$ cat src/rtl/cu_pkg.sv
// Shared types for the multicycle control unit: FSM state encoding,
// opcode constants, per-opcode operation info and the opcode decode function.
package cu_pkg;

    typedef enum logic [2:0] {
        ST_FETCH  = 3'd0,
        ST_DECODE = 3'd1,
        ST_OPRD   = 3'd2,
        ST_EXEC   = 3'd3,
        ST_WB     = 3'd4,
        ST_HALT   = 3'd5
    } state_t;

    localparam logic [4:0] OP_NOP  = 5'b00000;
    localparam logic [4:0] OP_LDR  = 5'b00011;
    localparam logic [4:0] OP_ADD  = 5'b00111;
    localparam logic [4:0] OP_ST   = 5'b01000;
    localparam logic [4:0] OP_CMP  = 5'b01001;
    localparam logic [4:0] OP_JMP  = 5'b01010;
    localparam logic [4:0] OP_JG   = 5'b01011;
    localparam logic [4:0] OP_JL   = 5'b01100;
    localparam logic [4:0] OP_PUSH = 5'b01101;
    localparam logic [4:0] OP_POP  = 5'b01110;
    localparam logic [4:0] OP_HLT  = 5'b11111;

    typedef enum logic [3:0] {
        K_NOP, K_LDR, K_ADD, K_ST, K_CMP, K_JMP,
        K_JG, K_JL, K_PUSH, K_POP, K_HLT, K_ILL
    } kind_t;

    // nops: operand read cycles, wr_reg: instruction has a WB step,
    // res_src: register write source (0 = ALU, 1 = memory)
    typedef struct packed {
        logic [1:0] nops;
        logic       wr_reg;
        logic       res_src;
        kind_t      kind;
    } op_info_t;

    localparam op_info_t ILL_INFO = '{nops: 2'd0, wr_reg: 1'b0, res_src: 1'b0, kind: K_ILL};

    function automatic op_info_t decode_op(input logic [4:0] opc);
        op_info_t r;
        r = ILL_INFO;
        case (opc)
            OP_NOP:  r = '{nops: 2'd0, wr_reg: 1'b0, res_src: 1'b0, kind: K_NOP};
            OP_LDR:  r = '{nops: 2'd1, wr_reg: 1'b1, res_src: 1'b1, kind: K_LDR};
            OP_ADD:  r = '{nops: 2'd2, wr_reg: 1'b1, res_src: 1'b0, kind: K_ADD};
            OP_ST:   r = '{nops: 2'd1, wr_reg: 1'b0, res_src: 1'b0, kind: K_ST};
            OP_CMP:  r = '{nops: 2'd2, wr_reg: 1'b0, res_src: 1'b0, kind: K_CMP};
            OP_JMP:  r = '{nops: 2'd0, wr_reg: 1'b0, res_src: 1'b0, kind: K_JMP};
            OP_JG:   r = '{nops: 2'd0, wr_reg: 1'b0, res_src: 1'b0, kind: K_JG};
            OP_JL:   r = '{nops: 2'd0, wr_reg: 1'b0, res_src: 1'b0, kind: K_JL};
            OP_PUSH: r = '{nops: 2'd0, wr_reg: 1'b0, res_src: 1'b0, kind: K_PUSH};
            OP_POP:  r = '{nops: 2'd0, wr_reg: 1'b1, res_src: 1'b1, kind: K_POP};
            OP_HLT:  r = '{nops: 2'd0, wr_reg: 1'b0, res_src: 1'b0, kind: K_HLT};
            default: r = ILL_INFO;
        endcase
        return r;
    endfunction

endpackage

$ cat src/rtl/cu_seq_decode.sv
// Combinational opcode decoder: opcode -> op_info_t.
// Opcode bits above the 5-bit table must be zero, otherwise the opcode is illegal.
// The operand count is clamped to the number of memory read channels.
module cu_seq_decode
    import cu_pkg::*;
#(
    parameter int OPC_W  = 5,
    parameter int MEM_CH = 4
) (
    input  logic [OPC_W-1:0] opcode,
    output op_info_t         info
);
    localparam logic [1:0] NOPS_MAX = (MEM_CH >= 3) ? 2'd3 : 2'(MEM_CH);

    logic     hi_zero;
    op_info_t raw;

    generate
        if (OPC_W > 5) begin : g_wide
            assign hi_zero = ~|opcode[OPC_W-1:5];
        end else begin : g_narrow
            assign hi_zero = 1'b1;
        end
    endgenerate

    // table lookup, illegal on stray upper bits, operand count clamp
    always_comb begin
        raw = decode_op(opcode[4:0]);
        if (!hi_zero) begin
            raw = ILL_INFO;
        end
        info = raw;
        if (raw.nops > NOPS_MAX) begin
            info.nops = NOPS_MAX;
        end
    end

endmodule

$ cat src/rtl/cu_seq.sv
// Multicycle control unit: FETCH/DECODE/OPRD/EXEC/WB sequencer with stall hold,
// latched compare flags, conditional branches, stack strobes, HALT and
// illegal-opcode detection. Strobes are decoded combinationally from the state
// and latched opcode and forced low while stalled or in reset.
// Optional debug ports D_STATE/D_SF/D_GF when CU_DEBUG_EN is defined.
module cu_seq
    import cu_pkg::*;
#(
    parameter int OPC_W  = 5,
    parameter int MEM_CH = 4,
    parameter int REG_CH = 3
) (
    input  logic              clk,
    input  logic              rst_n,
    input  logic              stall,
    input  logic [OPC_W-1:0]  opcode,
    input  logic              s,
    input  logic              g,
    output logic [MEM_CH-1:0] memRE,
    output logic              memWE,
    output logic [REG_CH-1:0] regRE,
    output logic              regWE,
    output logic              resultSrc,
    output logic              instrWrite,
    output logic              pcEn,
    output logic              pcSrc,
    output logic              push,
    output logic              pop,
    output logic              illegal,
    output logic              halted
`ifdef CU_DEBUG_EN
    ,
    output logic [2:0]        D_STATE,
    output logic              D_SF,
    output logic              D_GF
`endif
);
    localparam int KW = $clog2(MEM_CH);

    state_t            state_reg;
    logic [OPC_W-1:0]  opc_reg;
    logic [KW-1:0]     k_reg;
    logic              sf_reg;
    logic              gf_reg;

    logic [OPC_W-1:0]  dec_opc;
    op_info_t          info;
    logic [KW-1:0]     k_last;
    logic              en;

    logic [MEM_CH-1:0] memre_c;
    logic [REG_CH-1:0] regre_c;
    logic memwe_c, regwe_c, rs_c, iw_c, pcen_c, pcsrc_c, push_c, pop_c, ill_c;

    // DECODE looks at the live opcode; every later step uses the latched one
    assign dec_opc = (state_reg == ST_DECODE) ? opcode : opc_reg;

    cu_seq_decode #(
        .OPC_W  (OPC_W),
        .MEM_CH (MEM_CH)
    ) u_decode (
        .opcode (dec_opc),
        .info   (info)
    );

    assign k_last = KW'(info.nops - 2'd1);

    // sequencer: state, operand counter, opcode latch and compare flags
    always_ff @(posedge clk or negedge rst_n) begin
        if (!rst_n) begin
            state_reg <= ST_FETCH;
            opc_reg   <= '0;
            k_reg     <= '0;
            sf_reg    <= 1'b0;
            gf_reg    <= 1'b0;
        end else if (!stall) begin
            case (state_reg)
                ST_FETCH: state_reg <= ST_DECODE;
                ST_DECODE: begin
                    opc_reg <= opcode;
                    k_reg   <= '0;
                    if (info.kind == K_HLT) begin
                        state_reg <= ST_HALT;
                    end else if (info.kind == K_ILL || info.kind == K_NOP) begin
                        state_reg <= ST_FETCH;
                    end else if (info.nops != 2'd0) begin
                        state_reg <= ST_OPRD;
                    end else begin
                        state_reg <= ST_EXEC;
                    end
                end
                ST_OPRD: begin
                    if (k_reg == k_last) begin
                        k_reg     <= '0;
                        state_reg <= ST_EXEC;
                    end else begin
                        k_reg <= k_reg + KW'(1);
                    end
                end
                ST_EXEC: begin
                    if (info.kind == K_CMP) begin
                        sf_reg <= s;
                        gf_reg <= g;
                    end
                    state_reg <= info.wr_reg ? ST_WB : ST_FETCH;
                end
                ST_WB:   state_reg <= ST_FETCH;
                ST_HALT: state_reg <= ST_HALT;
                default: state_reg <= ST_FETCH;
            endcase
        end
    end

    // raw strobe decode from state and operation info
    always_comb begin
        memre_c = '0;
        regre_c = '0;
        memwe_c = 1'b0;
        regwe_c = 1'b0;
        rs_c    = 1'b0;
        iw_c    = 1'b0;
        pcen_c  = 1'b0;
        pcsrc_c = 1'b0;
        push_c  = 1'b0;
        pop_c   = 1'b0;
        ill_c   = 1'b0;
        case (state_reg)
            ST_FETCH: iw_c = 1'b1;
            ST_DECODE: begin
                pcen_c = 1'b1;
                ill_c  = (info.kind == K_ILL);
            end
            ST_OPRD: begin
                if (info.kind == K_ST) begin
                    regre_c = REG_CH'(1) << k_reg;
                end else begin
                    memre_c = MEM_CH'(1) << k_reg;
                end
            end
            ST_EXEC: begin
                case (info.kind)
                    K_ST:   memwe_c = 1'b1;
                    K_JMP: begin
                        pcen_c  = 1'b1;
                        pcsrc_c = 1'b1;
                    end
                    K_JG: begin
                        pcen_c  = gf_reg;
                        pcsrc_c = gf_reg;
                    end
                    K_JL: begin
                        pcen_c  = sf_reg;
                        pcsrc_c = sf_reg;
                    end
                    K_PUSH: push_c = 1'b1;
                    K_POP:  pop_c  = 1'b1;
                    default: ;
                endcase
            end
            ST_WB: begin
                regwe_c = info.wr_reg;
                rs_c    = info.res_src;
            end
            default: ;
        endcase
    end

    // reset also masks strobes so nothing partial leaks out while rst_n is low
    assign en         = rst_n & ~stall;
    assign memRE      = memre_c & {MEM_CH{en}};
    assign regRE      = regre_c & {REG_CH{en}};
    assign memWE      = memwe_c & en;
    assign regWE      = regwe_c & en;
    assign resultSrc  = rs_c    & en;
    assign instrWrite = iw_c    & en;
    assign pcEn       = pcen_c  & en;
    assign pcSrc      = pcsrc_c & en;
    assign push       = push_c  & en;
    assign pop        = pop_c   & en;
    assign illegal    = ill_c   & en;
    assign halted     = (state_reg == ST_HALT);

`ifdef CU_DEBUG_EN
    assign D_STATE = state_reg;
    assign D_SF    = sf_reg;
    assign D_GF    = gf_reg;
`endif

endmodule
$ cat config.mk
export PLATFORM = sky130hd
export DESIGN_NAME = cu_seq
export DESIGN_NICKNAME = d
export VERILOG_FILES = /design/src/rtl/cu_pkg.sv /design/src/rtl/cu_seq_decode.sv /design/src/rtl/cu_seq.sv
export SDC_FILE = /design/constraint.sdc
export NUM_CORES = 1
export LEC_CHECK = 0
export ABC_CLOCK_PERIOD_IN_PS = 3500
export BUFFER_PORTS_ARGS = -buffer_cell sky130_fd_sc_hd__buf_2
export CAP_MARGIN = 20
export CORE_MARGIN = 4
export CORE_UTILIZATION = 49
export CTS_BUF_LIST = sky130_fd_sc_hd__clkbuf_8
export DETAILED_ROUTE_END_ITERATION = 10
export PLACE_DENSITY = 0.78
export RECOVER_POWER = 50
export SLEW_MARGIN = 20
export SYNTH_ARGS = -nofsm -noshare
export SYNTH_HDL_FRONTEND = slang
export SYNTH_HIERARCHICAL = 1
export SYNTH_SLANG_ARGS = --single-unit
export TNS_END_PERCENT = 30
$ cat constraint.sdc
create_clock -name clk -period 3.5 [get_ports clk]
set_clock_uncertainty 0.1 [all_clocks]
set_input_delay 0.525 -clock clk [delete_from_list [all_inputs] [get_ports clk]]
set_output_delay 0.525 -clock clk [all_outputs]
set_load 0.03 [all_outputs]
==> flow_summary.rst <==
.. list-table::
   :header-rows: 1

   * - Metric
     - Value
   * - Setup crit end kind
     - primary output
   * - Master of the slowest instance on the critical path
     - sky130_fd_sc_hd__or4_4
   * - Final number of setup-violating endpoints
     - 8
   * - Antenna cells
     - 0
   * - Status
     - finished, violations left
   * - CTS Root Cell
     - sky130_fd_sc_hd__clkbuf_8
   * - Overall via count from detail_route
     - 1,184
   * - Relative slew slack
     - 49.3%
   * - Clk_lat worst skew
     - 0.24 ns
   * - DRC viols
     - 0
   * - Clock transition time at the flip-flop clock pins of the worst setup and hold paths
     - 0.05 ns
   * - Number of max-cap violations
     - 0
   * - Most frequent cells in the layout
     - 18 x sky130_fd_sc_hd__buf_4, 14 x sky130_fd_sc_hd__buf_2, 12 x sky130_fd_sc_hd__dfrtp_1, 10 x sky130_fd_sc_hd__mux2_2
   * - Buffer levels on the longest clock path
     - 2
   * - Largest net degree at the start of global routing
     - 16
   * - Number of buffers added by the clock tree synthesis step
     - 3
   * - TritonCTS clock tree
     - built
   * - Global router's overall resource usage
     - 20.9%
   * - Total wire length after detailed routing
     - 3310 um
   * - Filler-free cell count of the finished design
     - 201
   * - Async set or reset register ratio after synthesis
     - 100%
   * - HP Class
     - in -> async
   * - Routed Antenna Nets
     - 0
   * - Count of synthesis-stage warnings from yosys
     - 6
   * - Area of the die
     - 3330 sq um
   * - Gate count of the mapped netlist
     - 137
   * - Number of pins with negative max-slew slack in the final report
     - 0
   * - Share of final-layout standard cells stronger than drive strength 1
     - 46.8%
   * - EDFF count, synth
     - 0
   * - Unrepaired setup endpoints after global routing
     - true
   * - Fin worst setup slack
     - -0.0941 ns
   * - Number of global-route vias before repair
     - 1,166
   * - Mean area per synthesized cell
     - 8.84 sq um
   * - CORE AREA
     - 2280 sq um
   * - Cell Rows
     - 17
   * - Number of H-tree levels
     - 1
   * - Via/cell ratio
     - 5.89
   * - Cell area after placement
     - 1380 sq um
   * - Total global routing overflow
     - 0
   * - Number of nets in the synthesized netlist
     - 157
   * - WL per Instance
     - 16.5 um
   * - Arr. time, crit path
     - 2.97 ns
   * - Netlist area before placement
     - 1210 sq um
   * - First-pass DRT Iterations
     - 4
   * - Tcrit/Tclk final
     - 103%
   * - Largest stage delay on the critical path
     - 0.45 ns
   * - Worst reg2reg path depth
     - 13
   * - Post-synthesis register bit count
     - 12
   * - Peak fanout along the critical path
     - 4
   * - Routability congestion estimate
     - 0.923
   * - Placed wire-length estimate after detailed placement
     - 2290 um
   * - Worst IR Drop VDD
     - 0.000909 V
   * - Syn-to-layout area delta
     - 35.0%
   * - Kind of start point of the critical path
     - flip-flop
   * - Synth cell types
     - 41
   * - Instance count after placement with tap cells included
     - 192
   * - Final Hold Vio Count
     - 0
   * - Antenna violations before repair
     - 0
   * - Total Nets Final
     - 194
   * - Min cycle time layout
     - 3.59 ns
   * - Crit path required time
     - 2.87 ns
   * - Most instantiated flip-flop cell in the synthesis netlist
     - sky130_fd_sc_hd__dfrtp_1
   * - Kind of critical path
     - reg -> out
   * - Slew at the pin with the worst max-slew slack
     - 0.755 ns
   * - Die Span X
     - 57.7 um
   * - Crit path cell chain
     - nand2b_4 -> nor2_4 -> mux2_4 -> ha_4 -> nor2b_2 -> a21oi_1 -> a221o_1 -> nand2b_1 -> or4_4 -> nor3b_2 -> buf_4
   * - Starting density of the core
     - 53.2%
   * - Sequential fraction of the synthesis area
     - 24.8%
   * - Flip-flop count of the largest register, all copies and words added
     - 5
   * - Num ports
     - 27
   * - Cell leakage power
     - 0.755 nW
   * - Final non-filler cell area
     - 1640 sq um
   * - Die span in y
     - 57.7 um
   * - Initial DRC Count
     - 57
   * - Pwr Density
     - 1060 nW/um^2
   * - Most common library cell in the layout ignoring fill and taps
     - sky130_fd_sc_hd__buf_4
   * - # clock sinks
     - 12
   * - Failing checks
     - setup timing
   * - First-pass GRT wire length
     - 5440 um
   * - Port Buf Inserts
     - 26
   * - Maximum clock frequency
     - 278 MHz
==> cell type report <==
| cell class | count | area (sq um) |
|---|---|---|
| clock buffers | 4 | 55.1 |
| fillers | 161 | 641 |
| inverters | 9 | 33.8 |
| multi-input cells | 108 | 916 |
| flip-flops and latches | 12 | 300 |
| well taps | 28 | 35.0 |
| repair buffers | 40 | 295 |
==> routing by layer <==
layer	up-vias	part of all wire [%]	wire length, um	GRT usage [%]
li1	563	-	-	-
met1	560	39	1300	24.9
met2	53	52	1710	35.2
met3	8	7.0	231	5.79
met4	0	2.1	70	8.94
met5	-	0	0	0
==> logic make-up (layout without fill, tap and decap cells) <==
group,after synthesis,after routing,synth area share [%]
AOI/OAI and AO/OA,25,25,13.1
xor gates and xnor gates,3,3,2.17
adders and majority gates,10,10,10.3
buffers and inverters,17,53,7.85
DFF,12,12,24.8
muxes,14,14,13.0
and+or+nand+nor,56,56,28.7
==> metrics by stage <==
step | worst slack, ns | utilization [%] | total power, mW | hold slack, ns | setup TNS, ns
after floorplan | -0.255 | - | 1.06 | 0.129 | -0.789
after global placement | 0.120 | 60.7 | 1.26 | 0.341 | 0
after detailed placement | 0.0234 | 60.7 | 1.30 | 0.343 | 0
after CTS | -0.0298 | 69.3 | 1.63 | 0.0839 | -0.0963
after global routing | -0.186 | 71.9 | 1.85 | 0.0983 | -1.66
final | -0.0941 | 71.9 | 1.73 | 0.0772 | -0.519
==> where the power goes <==
group / switching, mW / internal [mW]
sequential: 0.0453 / 0.196
combinational: 0.730 / 0.601
clock: 0.0556 / 0.0996
==> worst max-delay path: cells and delay by family, from the launching register on <==
| kind | cells | cell delay, ns |
|---|---|---|
| buffers and inverters | 1 | 0.18 |
| adder cells (fa/ha/maj) | 1 | 0.18 |
| flip-flops | 1 | 0.38 |
| AO/OA/AOI/OAI | 2 | 0.38 |
| multiplexers | 1 | 0.37 |
| AND/OR/NAND/NOR | 6 | 1.23 |
==> synthesized netlist by cell type, types with 2 or more instances <==
cell type | n | area share (%)
sky130_fd_sc_hd__mux2_2 | 13 | 12
sky130_fd_sc_hd__nor2b_1 | 5 | 2.6
sky130_fd_sc_hd__nor3b_2 | 2 | 2.1
sky130_fd_sc_hd__or3_1 | 2 | 1.0
sky130_fd_sc_hd__nor2_1 | 6 | 1.9
sky130_fd_sc_hd__nor4_1 | 2 | 1.0
sky130_fd_sc_hd__ha_1 | 10 | 10
sky130_fd_sc_hd__buf_2 | 4 | 1.7
sky130_fd_sc_hd__xnor2_1 | 3 | 2.2
sky130_fd_sc_hd__nand2_1 | 4 | 1.2
sky130_fd_sc_hd__o21a_1 | 2 | 1.2
sky130_fd_sc_hd__inv_1 | 9 | 2.8
sky130_fd_sc_hd__nor4b_1 | 2 | 1.4
sky130_fd_sc_hd__nor3_1 | 8 | 3.3
sky130_fd_sc_hd__and2_1 | 2 | 1.0
sky130_fd_sc_hd__o21ai_0 | 6 | 2.5
sky130_fd_sc_hd__and3_1 | 10 | 5.2
sky130_fd_sc_hd__dfrtp_1 | 12 | 25
sky130_fd_sc_hd__buf_6 | 3 | 2.8
sky130_fd_sc_hd__nand3_1 | 3 | 1.2
sky130_fd_sc_hd__a21oi_1 | 9 | 3.7
==> worst paths after layout <==
path / from / endpoint / slack [ns]
worst max-delay path: state_reg[2] / pop / -0.09
worst min-delay path: rst_n / state_reg[0] / 0.08
worst max register to register: state_reg[2] / state_reg[1] / 0.32
worst min register to register: opc_reg[1] / opc_reg[1] / 0.41
max in group asynchronous: rst_n / sf_reg / 2.97
min in group clk: opc_reg[1] / opc_reg[1] / 0.41
==> timing repair <==
action / CTS / global route
hold buffers: 0 / 0
gates resized for setup: 30 / 21
buffers inserted: 4 / 1
pin swaps: 12 / 6
gates cloned: 0 / 0
endpoints found under the setup margin: 12 / 13
hold endpoints to repair: 0 / 0
(Power assumes the default switching activity.)
